<file path="src/rtl/aes_ciphertext_writer_if.sv">
// Handshake bundle between the ciphertext writer, the AES engine output and the sink streamer.
// master: writer side; slave: engine/streamer/controller side.
interface aes_ciphertext_writer_if #(
  parameter int NB_WORDS   = 4,
  parameter int DATA_WIDTH = 32,
  parameter int ADDR_WIDTH = 32
);
  localparam int IDX_W = (NB_WORDS > 1) ? $clog2(NB_WORDS) : 1;

  logic                           clear;
  logic [ADDR_WIDTH-1:0]          base_addr_i;
  logic                           ct_valid_i;
  logic                           ct_ready_o;
  logic [NB_WORDS*DATA_WIDTH-1:0] ct_data_i;
  logic                           sink_req_start_o;
  logic [ADDR_WIDTH-1:0]          sink_base_addr_o;
  logic                           sink_ready_start_i;
  logic                           sink_done_i;
  logic                           out_valid_o;
  logic                           out_ready_i;
  logic [DATA_WIDTH-1:0]          out_data_o;
  logic                           busy_o;
  logic                           done_o;
  logic [IDX_W-1:0]               word_idx_o;

  modport master (
    input  clear, base_addr_i, ct_valid_i, ct_data_i,
           sink_ready_start_i, sink_done_i, out_ready_i,
    output ct_ready_o, sink_req_start_o, sink_base_addr_o,
           out_valid_o, out_data_o, busy_o, done_o, word_idx_o
  );

  modport slave (
    output clear, base_addr_i, ct_valid_i, ct_data_i,
           sink_ready_start_i, sink_done_i, out_ready_i,
    input  ct_ready_o, sink_req_start_o, sink_base_addr_o,
           out_valid_o, out_data_o, busy_o, done_o, word_idx_o
  );
endinterface

</file>
<file path="src/rtl/aes_ciphertext_writer.sv">
// Drains one ciphertext block as NB_WORDS single-word sink transactions.
// Optional AES_WRITER_BYTESWAP_EN: byte-reverse each emitted word.
module aes_ciphertext_writer #(
  parameter int NB_WORDS   = 4,
  parameter int DATA_WIDTH = 32,
  parameter int ADDR_WIDTH = 32
) (
  input logic                   clk,
  input logic                   reset_n,
  aes_ciphertext_writer_if.master bus
);
  localparam int IDX_W = (NB_WORDS > 1) ? $clog2(NB_WORDS) : 1;
  localparam logic [IDX_W-1:0] LAST_IDX = IDX_W'(NB_WORDS - 1);

  typedef enum logic [2:0] {
    S_IDLE, S_REQUEST, S_STREAM, S_WAIT_DONE, S_FINISHED
  } state_t;

  state_t                         r_state, w_state_next;
  logic [IDX_W-1:0]               r_word_idx, w_word_idx_next;
  logic [NB_WORDS*DATA_WIDTH-1:0] r_buffer, w_buffer_next;
  logic [DATA_WIDTH-1:0]          w_words [NB_WORDS];
  logic [DATA_WIDTH-1:0]          w_word;
  logic [DATA_WIDTH-1:0]          w_word_out;

  for (genvar gi = 0; gi < NB_WORDS; gi++) begin : g_words
    assign w_words[gi] = r_buffer[gi*DATA_WIDTH +: DATA_WIDTH];
  end
  assign w_word = w_words[r_word_idx];

`ifdef AES_WRITER_BYTESWAP_EN
  for (genvar gi = 0; gi < DATA_WIDTH/8; gi++) begin : g_swap
    assign w_word_out[gi*8 +: 8] = w_word[DATA_WIDTH-8-gi*8 +: 8];
  end
`else
  assign w_word_out = w_word;
`endif

  always_ff @(posedge clk or negedge reset_n) begin
    if (!reset_n) begin
      r_state    <= S_IDLE;
      r_word_idx <= '0;
      r_buffer   <= '0;
    end else if (bus.clear) begin
      r_state    <= S_IDLE;
      r_word_idx <= '0;
      r_buffer   <= '0;
    end else begin
      r_state    <= w_state_next;
      r_word_idx <= w_word_idx_next;
      r_buffer   <= w_buffer_next;
    end
  end

  always_comb begin
    w_state_next    = r_state;
    w_word_idx_next = r_word_idx;
    w_buffer_next   = r_buffer;
    case (r_state)
      S_IDLE: begin
        if (bus.ct_valid_i) begin
          w_buffer_next   = bus.ct_data_i;
          w_word_idx_next = '0;
          w_state_next    = S_REQUEST;
        end
      end
      S_REQUEST: begin
        if (bus.sink_ready_start_i) w_state_next = S_STREAM;
      end
      S_STREAM, S_WAIT_DONE: begin
        // A done arriving together with the word handshake takes the WAIT_DONE exit directly.
        if (r_state == S_STREAM && !bus.out_ready_i) begin
          w_state_next = S_STREAM;
        end else if (bus.sink_done_i) begin
          if (r_word_idx == LAST_IDX) begin
            w_state_next = S_FINISHED;
          end else begin
            w_word_idx_next = r_word_idx + IDX_W'(1);
            w_state_next    = S_REQUEST;
          end
        end else begin
          w_state_next = S_WAIT_DONE;
        end
      end
      S_FINISHED: w_state_next = S_IDLE;
      default:    w_state_next = S_IDLE;
    endcase
  end

  always_comb begin
    bus.ct_ready_o       = 1'b0;
    bus.sink_req_start_o = 1'b0;
    bus.sink_base_addr_o = '0;
    bus.out_valid_o      = 1'b0;
    bus.out_data_o       = '0;
    bus.done_o           = 1'b0;
    bus.busy_o           = (r_state != S_IDLE);
    bus.word_idx_o       = r_word_idx;
    case (r_state)
      S_IDLE:     bus.ct_ready_o = 1'b1;
      S_REQUEST: begin
        bus.sink_req_start_o = 1'b1;
        bus.sink_base_addr_o = bus.base_addr_i + (ADDR_WIDTH'(r_word_idx) << 2);
      end
      S_STREAM: begin
        bus.out_valid_o = 1'b1;
        bus.out_data_o  = w_word_out;
      end
      S_FINISHED: bus.done_o = 1'b1;
      default: ;
    endcase
  end
endmodule

</file>
<file path="src/flat_wrapper.sv">
// flat-port wrapper written by rule: the top's interface ports become plain ports
module aes_ciphertext_writer_flat 
#(
  parameter int NB_WORDS   = 4,
  parameter int DATA_WIDTH = 32,
  parameter int ADDR_WIDTH = 32
)
  (clk, reset_n, bus_clear, bus_base_addr_i, bus_ct_valid_i, bus_ct_data_i, bus_sink_ready_start_i, bus_sink_done_i, bus_out_ready_i, bus_ct_ready_o, bus_sink_req_start_o, bus_sink_base_addr_o, bus_out_valid_o, bus_out_data_o, bus_busy_o, bus_done_o, bus_word_idx_o);
  aes_ciphertext_writer_if #(.NB_WORDS(NB_WORDS), .DATA_WIDTH(DATA_WIDTH), .ADDR_WIDTH(ADDR_WIDTH)) bus_i ();
  input logic clk;
  input logic reset_n;
  input wire logic [$bits(bus_i.clear)-1:0] bus_clear;
  input wire logic [$bits(bus_i.base_addr_i)-1:0] bus_base_addr_i;
  input wire logic [$bits(bus_i.ct_valid_i)-1:0] bus_ct_valid_i;
  input wire logic [$bits(bus_i.ct_data_i)-1:0] bus_ct_data_i;
  input wire logic [$bits(bus_i.sink_ready_start_i)-1:0] bus_sink_ready_start_i;
  input wire logic [$bits(bus_i.sink_done_i)-1:0] bus_sink_done_i;
  input wire logic [$bits(bus_i.out_ready_i)-1:0] bus_out_ready_i;
  output wire logic [$bits(bus_i.ct_ready_o)-1:0] bus_ct_ready_o;
  output wire logic [$bits(bus_i.sink_req_start_o)-1:0] bus_sink_req_start_o;
  output wire logic [$bits(bus_i.sink_base_addr_o)-1:0] bus_sink_base_addr_o;
  output wire logic [$bits(bus_i.out_valid_o)-1:0] bus_out_valid_o;
  output wire logic [$bits(bus_i.out_data_o)-1:0] bus_out_data_o;
  output wire logic [$bits(bus_i.busy_o)-1:0] bus_busy_o;
  output wire logic [$bits(bus_i.done_o)-1:0] bus_done_o;
  output wire logic [$bits(bus_i.word_idx_o)-1:0] bus_word_idx_o;
  assign bus_i.clear = bus_clear;
  assign bus_i.base_addr_i = bus_base_addr_i;
  assign bus_i.ct_valid_i = bus_ct_valid_i;
  assign bus_i.ct_data_i = bus_ct_data_i;
  assign bus_i.sink_ready_start_i = bus_sink_ready_start_i;
  assign bus_i.sink_done_i = bus_sink_done_i;
  assign bus_i.out_ready_i = bus_out_ready_i;
  assign bus_ct_ready_o = bus_i.ct_ready_o;
  assign bus_sink_req_start_o = bus_i.sink_req_start_o;
  assign bus_sink_base_addr_o = bus_i.sink_base_addr_o;
  assign bus_out_valid_o = bus_i.out_valid_o;
  assign bus_out_data_o = bus_i.out_data_o;
  assign bus_busy_o = bus_i.busy_o;
  assign bus_done_o = bus_i.done_o;
  assign bus_word_idx_o = bus_i.word_idx_o;
  aes_ciphertext_writer #(.NB_WORDS(NB_WORDS), .DATA_WIDTH(DATA_WIDTH), .ADDR_WIDTH(ADDR_WIDTH)) u_core (.clk(clk), .reset_n(reset_n), .bus(bus_i));
endmodule
</file>
<file path="config.mk">
export PLATFORM = sky130hd
export DESIGN_NAME = aes_ciphertext_writer_flat
export DESIGN_NICKNAME = d
export VERILOG_FILES = /design/src/rtl/aes_ciphertext_writer_if.sv /design/src/rtl/aes_ciphertext_writer.sv /design/src/flat_wrapper.sv
export SDC_FILE = /design/constraint.sdc
export NUM_CORES = 1
export LEC_CHECK = 0
export BUFFER_PORTS_ARGS = -buffer_cell sky130_fd_sc_hd__clkbuf_2
export CAP_MARGIN = 10
export CORE_MARGIN = 10
export CORE_UTILIZATION = 26
export CTS_BUF_LIST = sky130_fd_sc_hd__clkbuf_8
export DETAILED_ROUTE_END_ITERATION = 7
export MAX_ROUTING_LAYER = met4
export PLACE_DENSITY = 0.44
export SETUP_SLACK_MARGIN = 0.5
export SLEW_MARGIN = 40
export SYNTH_ARGS = -nofsm -noshare
export SYNTH_HDL_FRONTEND = slang
export SYNTH_SLANG_ARGS = --single-unit
</file>
<file path="constraint.sdc">
create_clock -name clk -period 5 [get_ports clk]
set_input_delay 0.5 -clock clk [delete_from_list [all_inputs] [get_ports clk]]
set_output_delay 0.5 -clock clk [all_outputs]
set_load 0.05 [all_outputs]
</file>
# After elaboration in Yosys (flattened, before gate mapping)
# Cells that the tools add are included.
# totals
elab_cells	53
regBits	133
inputBits	167
output_inout_bits	71
# classes
add_sub_neg	2
order_cmp	1
bitwise_logic	1
n_reduce_logical	11
eq_ne	10
n_mux	25
# ops
operator	n
$mux 128	3
$mux 32	4
$bmux 32 s2	1
$add 32x4->32	1
$mux 3	6
$ne 3x3->1 const B	5
$mux 2	5
$pmux 3 s3	1
$eq 3x2->1 const B	2
$reduce_bool 3->1	2
$reduce_and 5->1	1
$mux 1	4
$pmux 2 s2	1
$reduce_and 2->1	2
$reduce_bool 2->1	2
$eq 3x1->1 const B	1
$eq 3x3->1 const B	1
$ge 3x3->1 const B	1
$logic_not 3->1	1
$not 2->3	1
$add 2x1->2 const B	1
$eq 2x2->1 const B	1
$reduce_or 2->1	1
$logic_and 1x1->1	1
$logic_not 1->1	1

# Longest topological paths before layout
# Gate-level depths: netlist of the first run.
# logic_depth
word_depth	6
mapped_depth	10
mapped_depth_nobuf	6

# Least setup slack after synthesis of the first run
# No wires, ideal clock.
# synth_timing
path_kind	flip-flop to output port
from	register u_core.r_word_idx[0], in the netlist u_core.bus.word_idx_o[0]
to	output port bus_sink_base_addr_o[28]
path_buffers	0
path_stages_with_launch	7
t_arrival_ns	2.739
path_slack_ns	1.761
t_required_ns	4.500
path_cell_list	dfrtp_1 -> ha_1 -> fa_1 -> and2_1 -> nand3_1 -> or4_1 -> a21oi_1
# synth_between
elab_chain_cells	2
# synth_rtl
item	line	text
from (decl)	aes_ciphertext_writer.sv:20	logic [IDX_W-1:0] r_word_idx, w_word_idx_next;
from (signal assigned)	aes_ciphertext_writer.sv:50	r_word_idx <= w_word_idx_next;
$add 32x4->32	aes_ciphertext_writer.sv:103	bus.sink_base_addr_o = bus.base_addr_i + (ADDR_WIDTH'(r_word_idx) << 2);
$mux 32	aes_ciphertext_writer.sv:99	case (r_state)
to (decl)	flat_wrapper.sv:21	output wire logic [$bits(bus_i.sink_base_addr_o)-1:0] bus_sink_base_addr_o;
# Every way passes these cells.

# Worst setup path in the final report of the first run
# layout_timing
from	register u_core.r_word_idx[1], in the netlist u_core.bus.word_idx_o[1]
to	output port bus_sink_base_addr_o[25]
# Same word-level chain as after synthesis.

==> flow_metrics.tcl, run 1 <==
set metrics [dict create \
    slowest_delay_ns 0.60 \
    die_h_um 189.8 \
    max_clock_freq_mhz 305.7 \
    grt_overflow_total 0 \
    min_period_ns 3.271 \
    yosys_warnings 0 \
    power.internal_mw 1.739 \
    cts_sinks 133 \
    routed_wl_um 24280 \
    setup_violations 0 \
    cp_slowest_cell "or4_1" \
    drive_above_1_share 0.3157 \
    swShare 0.3268 \
    cp-end-kind "primary output" \
    grt_use_total 0.1378 \
    run_status "finished, final reports clean" \
    drc 0 \
    cts_buffers 17 \
    start_util 0.2627 \
    maxSlewHeadroom 0.4786 \
    path_cells "ha_1, a21o_1, nand4_1, or4_1, a21oi_1, clkbuf_2" \
    die_area_mm2 0.03603 \
    synthFlopType "dfrtp_1" \
    path_clk_slew_ns 0.10 \
    grt-busiest-layer "met2" \
    drv_slew 0 \
    first_global_vias 6744 \
    p_clk_frac 0.335 \
    netSwitchingPower_uw 844.1 \
    hold_violations 0 \
    r2r_start "u_core.r_state[1]$_DFFE_PN0P_" \
    clockBufferDepth 2 \
    cts_root_buffer "clkbuf_8" \
    timing.rr.end "u_core.r_buffer[125]$_DFFE_PN0P_" \
    synthArstFlopShare 1.000 \
    ys_ff_latch 133 \
    stdcell_area_mm2 0.009353 \
    syn_inst 812 \
    cts_tree "built" \
    clock_latency_ns 0.45 \
    dpl.hpwl_um 17340 \
    place.gp.congestion 0.7893 \
    dr.pass1.iters 4 \
    fin_setup_tns_ns 0 \
    dpl_cell_area_mm2 0.008966 \
    mostFrequentLayoutCell "clkbuf_2" \
    rsz0062_at_grt "no" \
    path_class "flop to primary output" \
    crit_family "simple AND/OR/NAND/NOR gates" \
    final_nets 1178 \
    worst_pin_slew_ns 0.7761 \
    ys_types 44 \
    reg2regPathDepth 6 \
    cp.required_ns 4.50 \
    max-vdd-ir-drop_v 0.0001293 \
    critPathArrivalTime_ns 2.77 \
    h-tree-depth 4 \
    syn_nets 983 \
    r2r_slack_ns 2.87 \
    worst_setup_path_start_kind "flop" \
    ant_nets 0 \
    cap_violations 0 \
    port_buffers 237 \
    use_met2 0.2039 \
    stdcell_count 1407 \
    die_w_um 189.8 \
    avgSynthCellArea_um2 9.235 \
    io_pins 238 \
    dp_cells 1372 \
    grt_max_degree 152 \
    synth_edf_count 0 \
    power_density_mw_per_mm2 276.2 \
    drtIter0Drc 306 \
    period_share 0.6543 \
    seq_area_frac_synth 0.4439 \
    grt_antenna_before_repair 3 \
    pwr-share-comb 0.193 \
    post-cts-setup-buffers 0 \
    p_leak_nw 4.288 \
    vias 6308 \
    fin_util 0.3276 \
    fp-row-count 62 \
    wire_per_inst_um 17.26 \
    crit_path_max_fanout 12 \
    grt_pass1_wl_um 38410 \
    worstHoldPathType "input pin to asynchronous set/reset pin" \
    grt_use_met3 0.03369 \
    postCtsResizedCells 0 \
    syn2layout_area_growth_pct 24.73 \
    met1_usage 0.1880 \
    cts_hold_buf 0 \
    core_mm2 0.02855 \
    layout_common_cells "clkbuf_2 (235), nand2_1 (150), dfrtp_1 (131), nand2b_1 (128), o21ai_0 (127)" \
    power_mw 2.583 \
    worstPathBufferInverterCount 1 \
    via_per_inst 4.483 \
    seqPwrFrac 0.472 \
    skew_ns 0.01928 \
    netlist_area_mm2 0.007498 \
]
state kept, by name, summed over array words and instances (netlist names):
signal,flops
u_core.bus.word_idx_o,2
u_core.r_state,3
u_core.r_buffer,128
how the worst max path moves through the flow:
stage                                          from                        to  slack (ns)  depth (start not counted)
2_1_floorplan  u_core.bus.word_idx_o[0]$_DFFE_PN0P_  bus_sink_base_addr_o[28]        1.76                          6
3_3_place_gp                    bus_base_addr_i[10]  bus_sink_base_addr_o[28]        2.04                          6
3_5_place_dp                    bus_base_addr_i[10]  bus_sink_base_addr_o[24]        2.03                          6
4_1_cts        u_core.bus.word_idx_o[1]$_DFFE_PN0P_  bus_sink_base_addr_o[25]        1.71                          6
5_1_grt        u_core.bus.word_idx_o[1]$_DFFE_PN0P_  bus_sink_base_addr_o[31]        1.56                          6
6_report       u_core.bus.word_idx_o[1]$_DFFE_PN0P_  bus_sink_base_addr_o[25]        1.73                          6
cells in the mapped netlist, types with 3 or more instances:
cell type  number  area, um^2
a21oi_1        23       115.1
a31oi_1         4       25.02
a41o_1          3       30.03
and2_1          7       43.79
and3_1         35       219.0
buf_2          12       60.06
buf_6           5       56.30
clkbuf_1       49       183.9
dfrtp_1       133        3328
ha_1            3       37.54
inv_1           6       22.52
mux4_2         32       720.7
nand2_1       150       563.0
nand2b_1      128       800.8
nand3_1         3       15.01
nand4_1         3       18.77
nor2_1         13       48.80
nor3_1          5       25.02
nor4_1          3       18.77
o21ai_0       127       635.6
o21ai_1         7       35.03
o31ai_1        12       90.09
or3_1           6       37.54
or4_1          12       90.09
xnor2_1         6       52.55
per-layer routing:
metal | vias to the layer above | routed length [um]
li1 | 3207 | -
met1 | 2920 | 12090
met2 | 171 | 10900
met3 | 10 | 1143
met4 | 0 | 147
met5 | - | 0
power by group through the flow:
stage | registers, mW | clock network [mW] | logic (mW)
floorplan | 1.22 | 0 | 0.324
global placement | 1.24 | 0 | 0.505
detailed placement | 1.24 | 0 | 0.512
CTS | 1.22 | 0.910 | 0.511
global route | 1.23 | 0.959 | 0.558
finish | 1.22 | 0.864 | 0.499
logic make-up after synthesis:
family                   synth area share
buffers and inverters             0.04739
adder cells (fa/ha/maj)          0.007676
flip-flops                         0.4439
XOR/XNOR                         0.008176
AO/OA/AOI/OAI                      0.1308
multiplexers                      0.09761
AND/OR/NAND/NOR                    0.2645
area by class of cell:
class / count / area (um^2)
clock inverter: 13 / 113.9
fill: 3140 / 19190
timing repair buffer: 245 / 1295
inverter: 8 / 30.03
tap: 384 / 480.5
sequential: 133 / 3331
clock buffer: 19 / 261.5
antenna: 3 / 7.507
multi-input combinational: 602 / 3834
worst reg2reg max path, stage by stage, from the launching register on:
cell and delay (ns):
dfrtp_1 0.34, buf_4 0.41, or3_1 0.22, inv_2 0.06, a21oi_4 0.21, buf_12 0.40, o21ai_0 0.33
through the flow:
stage	hold slack (ns)	setup WS [ns]
global placement	0.4550	2.040
floorplan	0.2044	1.761
detailed placement	0.4649	2.029
global route	0.07863	1.563
finish	0.07326	1.729
CTS	0.07555	1.712
(Power assumes the default switching activity.)
==> run 2, diff against run 1 <==
--- a/config.mk
+++ b/config.mk
@@ -12,7 +12,7 @@
 export CTS_BUF_LIST = sky130_fd_sc_hd__clkbuf_8
 export DETAILED_ROUTE_END_ITERATION = 7
 export MAX_ROUTING_LAYER = met4
-export PLACE_DENSITY = 0.44
+export PLACE_DENSITY = 0.46
 export SETUP_SLACK_MARGIN = 0.5
 export SLEW_MARGIN = 40
 export SYNTH_ARGS = -nofsm -noshare
==> constraint.sdc (replaced) <==
create_clock -name clk -period 2.9 [get_ports clk]
set_input_delay 0.29 -clock clk [delete_from_list [all_inputs] [get_ports clk]]
set_output_delay 0.29 -clock clk [all_outputs]
set_load 0.05 [all_outputs]
==> run 2 against run 1 <==
Effect of this change: worst hold slack worse by 0.023 ns; critical path depth up 1; cell area up 19%; largest cell class unchanged; sequential share of layout area down 5.6 points; utilization up 6.2 points; setup slack worse by 1.6 ns.
==> flow_metrics.tcl, run 2 (synthesized netlist as in run 1, its figures left out) <==
set metrics [dict create \
    grt_pass1_wl_um 41180 \
    grt_antenna_before_repair 4 \
    run_status "finished, final reports clean" \
    fp-row-count 62 \
    fin_worst_hold_slack_ns 0.05009 \
    max_clock_freq_mhz 366.5 \
    cap_violations 0 \
    stdcell_area_mm2 0.01112 \
    p_clk_frac 0.341 \
    wire_per_inst_um 17.95 \
    grt_use_total 0.1488 \
    grt_max_degree 72 \
    grt-busiest-layer "met2" \
    path_class "flop to primary output" \
    cts_buffers 17 \
    dpl.hpwl_um 18000 \
    crit_path_max_fanout 11 \
    max-vdd-ir-drop_v 0.0002452 \
    clock_latency_ns 0.45 \
    p_leak_nw 4.766 \
    drtIter0Drc 317 \
    dp_cells 1383 \
    place.gp.congestion 0.7857 \
    drive_above_1_share 0.4159 \
    period_share 0.9407 \
    hold_violations 0 \
    mostFrequentLayoutCell "clkbuf_2" \
    cp-end-kind "primary output" \
    drc 0 \
    grt_overflow_total 0 \
    die_h_um 189.8 \
    pwr-share-comb 0.222 \
    dr.pass1.iters 4 \
    power_mw 4.809 \
    core_mm2 0.02855 \
    worst_setup_path_start_kind "flop" \
    first_global_vias 7005 \
    fin_util 0.3894 \
    path_clk_slew_ns 0.10 \
    netSwitchingPower_mw 1.599 \
    seqPwrFrac 0.437 \
    stdcell_count 1446 \
    h-tree-depth 4 \
    port_buffers 237 \
    rsz0062_at_grt "yes" \
    cts_root_buffer "clkbuf_8" \
    maxSlewHeadroom 0.5525 \
    dpl_cell_area_mm2 0.009563 \
    start_util 0.2627 \
    worstHoldPathType "input pin to flop" \
    io_pins 238 \
    critPathArrivalTime_ns 2.44 \
    via_per_inst 4.535 \
    grt_use_met3 0.03588 \
    min_period_ns 2.728 \
    die_area_mm2 0.03603 \
    worst_pin_slew_ns 0.6697 \
    top_register "u_core.r_buffer" \
    fin_setup_tns_ns 0 \
    cts_sinks 133 \
    ant_nets 0 \
    power.internal_mw 3.210 \
    power_density_mw_per_mm2 432.6 \
    cp.required_ns 2.61 \
    largest_reg_flops 128 \
    die_w_um 189.8 \
    setup_ws_ns 0.1718 \
    clockBufferDepth 2 \
    swShare 0.3325 \
    syn2layout_area_growth_pct 48.24 \
    setup_violations 0 \
    nFillCells 2946 \
    cts_tree "built" \
    use_met2 0.2215 \
    final_nets 1216 \
    layout_common_cells "clkbuf_2 (174), nand2_1 (147), dfrtp_1 (129), nand2b_1 (128), o21ai_0 (126)" \
    drv_slew 0 \
    routed_wl_um 25950 \
    pre_cts_slack_ns 0.4020 \
    met1_usage 0.2022 \
    vias 6557 \
    skew_ns 0.01781 \
]
==> run 2: timing repair <==
action	in CTS	in global routing
hold buffers	1	0
cloned	5	0
setup buffers	16	5
setup endpoints to repair	64	64
endpoints found under the hold margin	63	0
pin swaps	13	12
gates resized for setup	134	77
==> run 2: power groups by stage <==
stage / sequential [mW] / combinational [mW] / clock, mW
final: 2.10 / 1.07 / 1.64
after global routing: 2.13 / 1.17 / 1.79
after CTS: 2.10 / 1.06 / 1.69
after detailed placement: 2.14 / 1.00 / 0
after global placement: 2.14 / 0.993 / 0
after floorplan: 2.11 / 0.586 / 0
==> run 2: area by class of cell <==
cell class / instances / area [um^2] / area share
multi-input combinational: 602 / 4330 / 0.3896
sequential: 133 / 3333 / 0.2999
timing repair buffer: 283 / 2507 / 0.2256
tap: 384 / 480.5 / 0.04322
clock buffer: 17 / 234.0 / 0.02105
clock inverter: 15 / 185.2 / 0.01666
inverter: 8 / 35.03 / 0.003152
antenna: 4 / 10.01 / 0.0009005
==> run 2: per-layer routing <==
layer | routed length (um) | up-vias
met5 | 0 | -
met4 | 207 | 0
met3 | 1159 | 12
met2 | 11900 | 170
met1 | 12690 | 3100
li1 | - | 3275
==> run 2: path summary, 6_finish.rpt <==
kind                                                            from                                    to  slack (ns)  cells after the start
worst max-delay path            u_core.bus.word_idx_o[1]$_DFFE_PN0P_              bus_sink_base_addr_o[31]        0.17                      7
worst min-delay path                               bus_ct_data_i[82]       u_core.r_buffer[82]$_DFFE_PN0P_        0.05                      3
worst max register to register  u_core.bus.word_idx_o[0]$_DFFE_PN0P_  u_core.bus.word_idx_o[0]$_DFFE_PN0P_        0.55                     11
worst min register to register       u_core.r_buffer[91]$_DFFE_PN0P_       u_core.r_buffer[91]$_DFFE_PN0P_        0.48                      2
max in group asynchronous                                    reset_n       u_core.r_buffer[19]$_DFFE_PN0P_        1.66                      3
min in group asynchronous                                    reset_n       u_core.r_buffer[25]$_DFFE_PN0P_        0.41                      2
==> run 2: critical path, cell delays in order (launching register included) <==
cell and delay [ns]:
dfrtp_2 0.45, ha_4 0.28, a21o_1 0.12, nand4_1 0.11, buf_6 0.17, or4_1 0.50, a21oi_2 0.21, buf_12 0.16
==> run 3, diff against run 2 <==
--- a/config.mk
+++ b/config.mk
@@ -8,11 +8,13 @@
 export BUFFER_PORTS_ARGS = -buffer_cell sky130_fd_sc_hd__clkbuf_2
 export CAP_MARGIN = 10
 export CORE_MARGIN = 10
-export CORE_UTILIZATION = 26
+export CORE_UTILIZATION = 48
 export CTS_BUF_LIST = sky130_fd_sc_hd__clkbuf_8
 export DETAILED_ROUTE_END_ITERATION = 7
+export GPL_TIMING_DRIVEN = 0
 export MAX_ROUTING_LAYER = met4
-export PLACE_DENSITY = 0.46
+export PLACE_DENSITY = 0.77
+export REMOVE_ABC_BUFFERS = 1
 export SETUP_SLACK_MARGIN = 0.5
 export SLEW_MARGIN = 40
 export SYNTH_ARGS = -nofsm -noshare
==> run 3 against run 2 <==
Effect of this change: the run now ends with setup timing left; first-iteration DRC count increased by 15%; die area decreased by 42%; critical path depth increased by 3; flip-flop and latch count unchanged; maximum frequency decreased by 7.6%; via count increased by 7.2%; clock-buffer cell count increased by 3; combinational power about the same; utilization increased by 33 points; clock skew decreased by 0.0078 ns; critical path type unchanged; critical endpoint is now bus_sink_base_addr_o[30].
==> flow_metrics.tcl, run 3 (synthesized netlist as in run 1, its figures left out) <==
set metrics [dict create \
    run_status "finished, violations left" \
    violations "setup timing" \
    dr.pass1.iters 5 \
    wl_met3_um 1758 \
    r2r_start "u_core.bus.word_idx_o[0]$_DFFE_PN0P_" \
    wl_met1_um 10310 \
    cts_sinks 133 \
    cp_slowest_cell "o41ai_1" \
    max_clock_freq_mhz 338.7 \
    grt_pass1_wl_um 37540 \
    diodes 0 \
    drtIter0Drc 364 \
    skew_ns 0.01003 \
    critPathLaunch "u_core.bus.word_idx_o[1]$_DFFE_PN0P_" \
    via_per_inst 5.493 \
    worstPathBufferInverterCount 5 \
    setup_ws_ns -0.05244 \
    layout_common_cells "clkbuf_2 (174), nand2_1 (146), nand2b_1 (128), dfrtp_1 (128), o21ai_0 (126)" \
    core_mm2 0.01526 \
    die_h_um 145.0 \
    stdcell_count 1280 \
    path_common_cell "buf_4" \
    dr.max_layer_used "met4" \
    period_share 1.018 \
    fin_setup_tns_ns -0.05244 \
    io_pins 238 \
    fin_worst_hold_slack_ns 0.06634 \
    wl_met2_um 12550 \
    clockBufferDepth 2 \
    setup_violations 1 \
    cts_tree "built" \
    start_util 0.4914 \
    cts_root_buffer "clkbuf_8" \
    largest_reg_flops 128 \
    die_w_um 145.0 \
    syn2layout_area_growth_pct 46.62 \
    rsz0062_at_grt "yes" \
    worstHoldPathType "input pin to flop" \
    wire_per_inst_um 19.57 \
    vias 7031 \
    cts_buffers 17 \
    routed_wl_um 25050 \
    drive_above_1_share 0.4200 \
    grt_use_total 0.2242 \
    die_area_mm2 0.02102 \
    hold_violations 0 \
    worst_pin_slew_ns 0.5394 \
    dp_cells 1207 \
    crit_family "compound AO/OA/AOI/OAI gates" \
    drv_slew 0 \
    cp-end-kind "primary output" \
    top_register "u_core.r_buffer" \
    grt_overflow_total 0 \
    path_cells "buf_16, buf_4, fa_2, and2_4, buf_4, buf_4, nand2_2, o41ai_1, a21oi_2, clkbuf_8" \
    power_density_mw_per_mm2 440.6 \
    grt_max_degree 99 \
    hold_path_startpoint "bus_ct_data_i[112]" \
    drc 0 \
    cp.required_ns 2.61 \
    path_clk_slew_ns 0.08 \
    grt_antenna_before_repair 0 \
    dpl.hpwl_um 15280 \
    min_period_ns 2.952 \
    path_class "flop to primary output" \
    max-vdd-ir-drop_v 0.0003106 \
    slowest_delay_ns 0.54 \
    crit_path_max_fanout 4 \
    critPathArrivalTime_ns 2.66 \
    p_leak_nw 4.851 \
    cap_violations 0 \
    first_global_vias 7101 \
    final_nets 1228 \
    fp-row-count 45 \
    mostFrequentLayoutCell "clkbuf_2" \
    r2r_slack_ns 0.60 \
    power_mw 4.844 \
    port_buffers 237 \
    ant_nets 0 \
    place.gp.congestion 0.8122 \
    nFillCells 1072 \
    h-tree-depth 4 \
    maxSlewHeadroom 0.6357 \
    clock_latency_ns 0.45 \
    worst_setup_path_start_kind "flop" \
]
run 3: path summary, 6_finish.rpt:
kind                                                        end  cells after the start
hold reg to reg                 u_core.r_buffer[91]$_DFFE_PN0P_                      2
hold / removal                 u_core.r_buffer[112]$_DFFE_PN0P_                      3
min in group asynchronous       u_core.r_buffer[81]$_DFFE_PN0P_                      2
max in group asynchronous       u_core.r_buffer[29]$_DFFE_PN0P_                      3
setup reg to reg           u_core.bus.word_idx_o[0]$_DFFE_PN0P_                     10
setup / recovery                       bus_sink_base_addr_o[30]                     10
run 3: repair_timing:
item / 4_1_cts / 5_1_grt
resized for setup: 158 / 149
pin swaps: 19 / 15
hold buffers: 1 / 0
endpoints found under the hold margin: 65 / 0
endpoints found under the setup margin: 83 / 79
setup buffers: 22 / 12
cloned: 6 / 1
run 3: layout make-up:
class                      instances  area [um^2]  share of cell area
timing repair buffer             294         2658              0.2417
multi-input combinational        603         4277              0.3890
sequential                       133         3342              0.3040
clock buffer                      20        275.3             0.02504
tap                              211        264.0             0.02401
clock inverter                    11        148.9             0.01354
inverter                           8        30.03            0.002731
run 3: where the power goes:
group / switching, mW / total (mW) / internal, mW
Combinational: 0.610 / 1.08 / 0.467
Clock: 0.743 / 1.66 / 0.916
Sequential: 0.0903 / 2.11 / 2.02
run 3: routing by layer:
layer / up-vias / GRT usage
met3: 38 / 0.05744
met5: - / -
met1: 3387 / 0.2805
met4: 0 / 0.05975
met2: 312 / 0.3547
li1: 3294 / -
run 3: worst reg2reg max path: stages, from the launching register on:
cell	delay, ns
dfrtp_4	0.51
buf_6	0.13
buf_12	0.14
buf_12	0.12
clkbuf_16	0.15
buf_4	0.14
buf_4	0.13
ha_1	0.23
o31ai_1	0.25
a21oi_1	0.12
mux2_2	0.27
run 3: metrics by stage:
step                      setup WS (ns)  instance area, um^2  utilization
after detailed placement       -0.01553                 8961       0.5873
after global placement           -11.78                 8623       0.5652
after CTS                       0.01726                10440       0.6839
final                          -0.05244                10990       0.7205
after floorplan                  -7.521                 7173            -
after global routing           -0.08955                10990       0.7205
